### src/rtl/up_down_monitor_pkg.sv
// Shared types and default widths for the up/down counter monitor.
// Optional feature macro used by this block: UP_DOWN_MONITOR_STALL_ERR_EN.
package up_down_monitor_pkg;

  typedef enum logic [1:0] {
    EMPTY,
    PRIMED,
    UP,
    DOWN
  } state_t;

  localparam int DEFAULT_CW = 4;
  localparam int DEFAULT_SW = 8;

endpackage

### src/rtl/up_down_monitor_sat_counter.sv
// W-bit incrementer that sticks at all-ones; reset clears it synchronously.
module sat_counter #(
  parameter int W = 8
) (
  input  logic         clk,
  input  logic         reset,
  input  logic         inc,
  output logic [W-1:0] count
);

  always_ff @(posedge clk) begin
    if (reset) begin
      count <= '0;
    end else if (inc && (count != {W{1'b1}})) begin
      count <= count + 1'b1;
    end
  end

endmodule

### src/rtl/up_down_monitor.sv
// Watches an up/down counter, tracks its direction and flags wraps, reversals and bad steps.
// Define UP_DOWN_MONITOR_STALL_ERR_EN to treat a repeated value (delta 0) as a step error.
module up_down_monitor
  import up_down_monitor_pkg::*;
#(
  parameter int CW = DEFAULT_CW,
  parameter int SW = DEFAULT_SW
) (
  input  logic          clk,
  input  logic          reset,
  input  logic          sample_valid,
  input  logic [CW-1:0] count_in,
  output logic          locked,
  output logic          dir,
  output logic          wrap_pulse,
  output logic          rev_pulse,
  output logic          step_err,
  output logic [SW-1:0] wrap_count,
  output logic [SW-1:0] err_count
);

  localparam logic [CW-1:0] STEP_ONE = CW'(1);
  localparam logic [CW-1:0] ALL_ONES = '1;
  localparam logic [CW-1:0] ZERO     = '0;

  state_t        state;
  logic [CW-1:0] prev;
  logic [CW-1:0] delta;
  logic          active;
  logic          step_up;
  logic          step_down;
  logic          illegal;
  logic          wrap_evt;

  // Classify the incoming sample against the held one; only meaningful once primed.
  always_comb begin
    delta     = count_in - prev;
    active    = sample_valid && (state != EMPTY);
    step_up   = active && (delta == STEP_ONE);
    step_down = active && (delta == ALL_ONES);
`ifdef UP_DOWN_MONITOR_STALL_ERR_EN
    illegal   = active && !step_up && !step_down;
`else
    illegal   = active && !step_up && !step_down && (delta != ZERO);
`endif
    wrap_evt  = (step_up && (prev == ALL_ONES)) || (step_down && (prev == ZERO));
  end

  always_ff @(posedge clk) begin
    if (reset) begin
      state      <= EMPTY;
      prev       <= '0;
      dir        <= 1'b0;
      locked     <= 1'b0;
      wrap_pulse <= 1'b0;
      rev_pulse  <= 1'b0;
      step_err   <= 1'b0;
    end else begin
      wrap_pulse <= 1'b0;
      rev_pulse  <= 1'b0;
      step_err   <= 1'b0;
      if (sample_valid) begin
        prev <= count_in;
        if (state == EMPTY) begin
          state <= PRIMED;
        end else if (step_up) begin
          state      <= UP;
          locked     <= 1'b1;
          dir        <= 1'b0;
          rev_pulse  <= (state == DOWN);
          wrap_pulse <= wrap_evt;
        end else if (step_down) begin
          state      <= DOWN;
          locked     <= 1'b1;
          dir        <= 1'b1;
          rev_pulse  <= (state == UP);
          wrap_pulse <= wrap_evt;
        end else if (illegal) begin
          state    <= PRIMED;
          locked   <= 1'b0;
          step_err <= 1'b1;
        end
      end
    end
  end

  sat_counter #(.W(SW)) u_wrap_cnt (
    .clk   (clk),
    .reset (reset),
    .inc   (wrap_evt),
    .count (wrap_count)
  );

  sat_counter #(.W(SW)) u_err_cnt (
    .clk   (clk),
    .reset (reset),
    .inc   (illegal),
    .count (err_count)
  );

endmodule

### config.mk
export PLATFORM = sky130hd
export DESIGN_NAME = up_down_monitor
export DESIGN_NICKNAME = d
export VERILOG_FILES = /design/src/rtl/up_down_monitor_pkg.sv /design/src/rtl/up_down_monitor_sat_counter.sv /design/src/rtl/up_down_monitor.sv
export SDC_FILE = /design/constraint.sdc
export NUM_CORES = 1
export LEC_CHECK = 0
export CORE_UTILIZATION = 25
export CTS_BUF_LIST = sky130_fd_sc_hd__clkbuf_8
export DETAILED_ROUTE_END_ITERATION = 16
export PLACE_DENSITY_LB_ADDON = 0.15
export SYNTH_ARGS = -nofsm -noshare
export SYNTH_HDL_FRONTEND = slang
export SYNTH_SLANG_ARGS = --single-unit
### constraint.sdc
create_clock -name clk -period 2.57 [get_ports clk]
set_input_delay 0.257 -clock clk [delete_from_list [all_inputs] [get_ports clk]]
set_output_delay 0.257 -clock clk [all_outputs]
set_load 0.02 [all_outputs]
==> summary.md <==
| Metric | Value |
|---|---|
| Commonest cells after routing, fill and taps aside | `dfxtp_1 (26), clkdlybuf4s50_1 (26), buf_4 (22)` |
| Drt wl/cell | `12.41 µm` |
| Fin. max-slew vios | `0` |
| Yosys top cell area share | `36.39%` |
| Seq/Total Area, Yosys | `36.39%` |
| Placed Cells | `273` |
| Synthesized cell area | `1485 µm²` |
| Hold Path End | `prev[0]` |
| FF-to-FF path depth | `8` |
| Placed Area | `1963 µm²` |
| Initial antenna violation count | `0` |
| Area grow syn2layout | `39.09%` |
| Detailed Place HPWL | `between 2000 and 3000 µm` |
| Rel. slew slack | `slightly below 60%` |
| Vias/cell | `4.864` |
| Number of synthesized flops with an enable pin | `0` |
| Cell Chain, Critical Path | `ha_4 -> fa_1 -> xor2_2 -> nor3_1 -> and4_1 -> o21a_2 -> nand4_1 -> mux2_4` |
| Crit Path Max Fanout | `4` |
| Min-delay src | `count_in[0]` |
| Vias | `1,357` |
| Fraction of layout cells with a size suffix above 1 | `19.32%` |
| R2R Setup Slk | `0.11 ns` |
| Final GP Congestion | `between 0.8 and 0.9` |
| RSZ-0062 raised after global routing | `no` |
| Most frequently used flop master after synthesis | `dfxtp_1` |
| N_diodes | `0` |
| CTS clk-pin slew, worst paths | `roughly 0.090 ns` |
| Pwr dens | `416.6 nW/µm²` |
| Crit Path Category | `reg2reg` |
| H-tree depth | `1` |
| Root buffer cell | `clkbuf_8` |
| Synth Instances | `160` |
| Starting DRC count in detailed routing | `67` |
| Hold path depth | `3` |
| Yosys top cell by area | `dfxtp_1` |
| # fillers | `595` |
| Core area | `5608 µm²` |
| Vias in the first global route | `~1,300` |
| Setup Viol. Count Final | `0` |
| Residual DRC count | `0` |
| Ranking of synthesized cells by area | `dfxtp_1 (36%), nor2_1 (5.1%), mux2i_1 (4.7%), ha_1 (4.2%), a21oi_1 (3.0%)` |
| Worst hold path class | `in2reg` |
| TritonRoute pass-1 iters | `4` |
| Yosys reg bits | `27` |
| Largest net degree at the start of global routing | `15` |
| Avg Cell Area, Syn | `9.282 µm²` |
| GR Overflow Total | `0` |
| Die W | `79.08 µm` |
| DIE AREA | `6253 µm²` |
| Reg2reg start | `prev[0]` |
| CTS tree | `done` |
| Hold Vio Cnt, Final | `0` |
| Number of port buffers | `27` |
| Max stage delay on crit path | `around 0.46 ns` |
| WP data required | `2.74 ns` |
| Leakage | `0.7759 nW` |
| Final Util | `36.84%` |
| YS warnings | `0` |
| Tmin final | `2.462 ns` |
| Clock buffer depth | `2` |
| Row count | `27` |
| Inserted Clock Buffers | `3` |
| Total routed wirelength | `3463 µm` |
| Nets | `221` |
| Initial core utilization | `26.48%` |
| GR Util All Layers | `11.73%` |
| Worst VDD drop | `0.1928 mV` |
| Final instance area | `2066 µm²` |
| Final std cells w/o fill | `279` |
| F_max | `around 400 MHz` |
| Crit start category | `flop` |
| Worst-Margin Slew | `0.6278 ns` |
| Post-synth cell types | `47` |
| Crit. End Element | `flop` |
| DRT antenna net count | `0` |
| Synth async-reset ratio | `0%` |
| Post-Syn Nets | `173` |
| Io pins | `28` |
| CP max stage cell | `fa_1` |
| Final critical-path share of the clock period | `95.79%` |
| Reg-to-Reg End | `u_wrap_cnt.count[7]` |
| First-pass GRT wire length | `5892 µm` |
| Clk_skew | `a little over 0.002 ns` |
| Worst EP arrival | `2.63 ns` |
| Die Y | `79.08 µm` |
| Max_cap viols | `0` |
| Status | `complete, no violations` |
| Worst skew pair latency | `0.27 ns` |
| CTS Sinks | `27` |
[power by group]
part           internal, mW  total (mW)  switching [mW]
Sequential            0.427       0.438          0.0103
Clock                 0.107       0.236           0.129
Combinational        0.0892       0.187          0.0980
Total                 0.623       0.861           0.237
[registers in the layout (all words and copies together) (netlist names)]
name and count:
state 2, u_err_cnt.count 8, rev_pulse 1, step_err 1
locked 1, prev 4, u_wrap_cnt.count 8, dir 1
wrap_pulse 1
[worst max path at each step]
stage / from / slack, ns / end
2_1_floorplan: prev[0] / 0.03 / u_wrap_cnt.count[5]
3_3_place_gp: count_in[0] / -0.31 / u_wrap_cnt.count[7]
3_5_place_dp: count_in[0] / -0.40 / u_wrap_cnt.count[7]
4_1_cts: count_in[1] / 0.11 / u_wrap_cnt.count[7]
5_1_grt: prev[0] / 0.001 / u_wrap_cnt.count[7]
6_report: prev[0] / 0.11 / u_wrap_cnt.count[7]
[final cells by class]
| class | count | area [µm²] | area share, % |
|---|---|---|---|
| repair buffers | 49 | 434.2 | 21.02 |
| clock buffers | 3 | 41.29 | 1.999 |
| multi-input cells | 123 | 939.7 | 45.49 |
| inverters | 4 | 15.01 | 0.7268 |
| clock inverters | 1 | 3.754 | 0.1817 |
| flip-flops and latches | 27 | 541.8 | 26.23 |
| well taps | 72 | 90.09 | 4.361 |
[critical path: cells and delay by family, from the launching register on]
kind	cells	cell delay (ns)
compound gates	1	0.17
xor+xnor	1	0.22
fa+ha+maj	2	0.62
flops	1	0.34
mux	1	0.32
simple gates	3	0.68
[routing by layer]
layer / up-vias / routed length, µm / track usage (%)
met5: - / 0 / 0
met3: 2 / 195 / 2.874
met4: 0 / 19 / 2.364
met1: 632 / 1650 / 15.36
li1: 687 / - / -
met2: 36 / 1598 / 19.48
[through the flow]
step           setup WS (ns)  hold slack (ns)  TNS (ns)  total power, mW
6_report              0.1082           0.3836         0           0.8606
5_1_grt             0.001440           0.3894         0           0.9151
4_1_cts               0.1107           0.3860         0           0.8665
3_5_place_dp         -0.3990           0.4557    -5.070           0.6189
3_3_place_gp         -0.3072           0.4534    -3.694           0.6164
2_1_floorplan        0.03002           0.4042         0           0.5507
[synth_stat cells (2+ instances only)]
cell / n
nor3_1: 3
nor2_1: 20
o31ai_1: 3
a31oi_1: 2
buf_2: 2
o211ai_1: 4
or4_1: 4
a21oi_1: 9
nand4_1: 3
inv_1: 4
dfxtp_1: 27
a2111oi_2: 2
nand2b_1: 3
mux2i_1: 7
mux2_1: 2
xnor2_1: 5
nor2b_1: 6
xor2_1: 4
ha_1: 5
nand2_1: 4
nand3_1: 5
and3_1: 6
o21ai_0: 3
clkbuf_1: 3
a311oi_1: 2
[cells by family (layout without fill, tap and decap cells)]
family,after synthesis,in the layout,share of synthesized area (%)
AOI/OAI and AO/OA,37,37,19.97
muxes,9,9,6.234
adders and majority gates,6,6,5.560
buffers and inverters,10,57,3.201
DFF,27,27,36.39
xor gates and xnor gates,10,10,6.403
and+or+nand+nor,61,61,22.24
[repair_timing]
item                       in CTS  in global routing
hold buffers                    0                  0
gates resized for setup         4                  5
buffers inserted                1                  1
pin swaps                       2                  4
setup endpoints to repair       7                  1
Power figures use the tool's default switching activity.
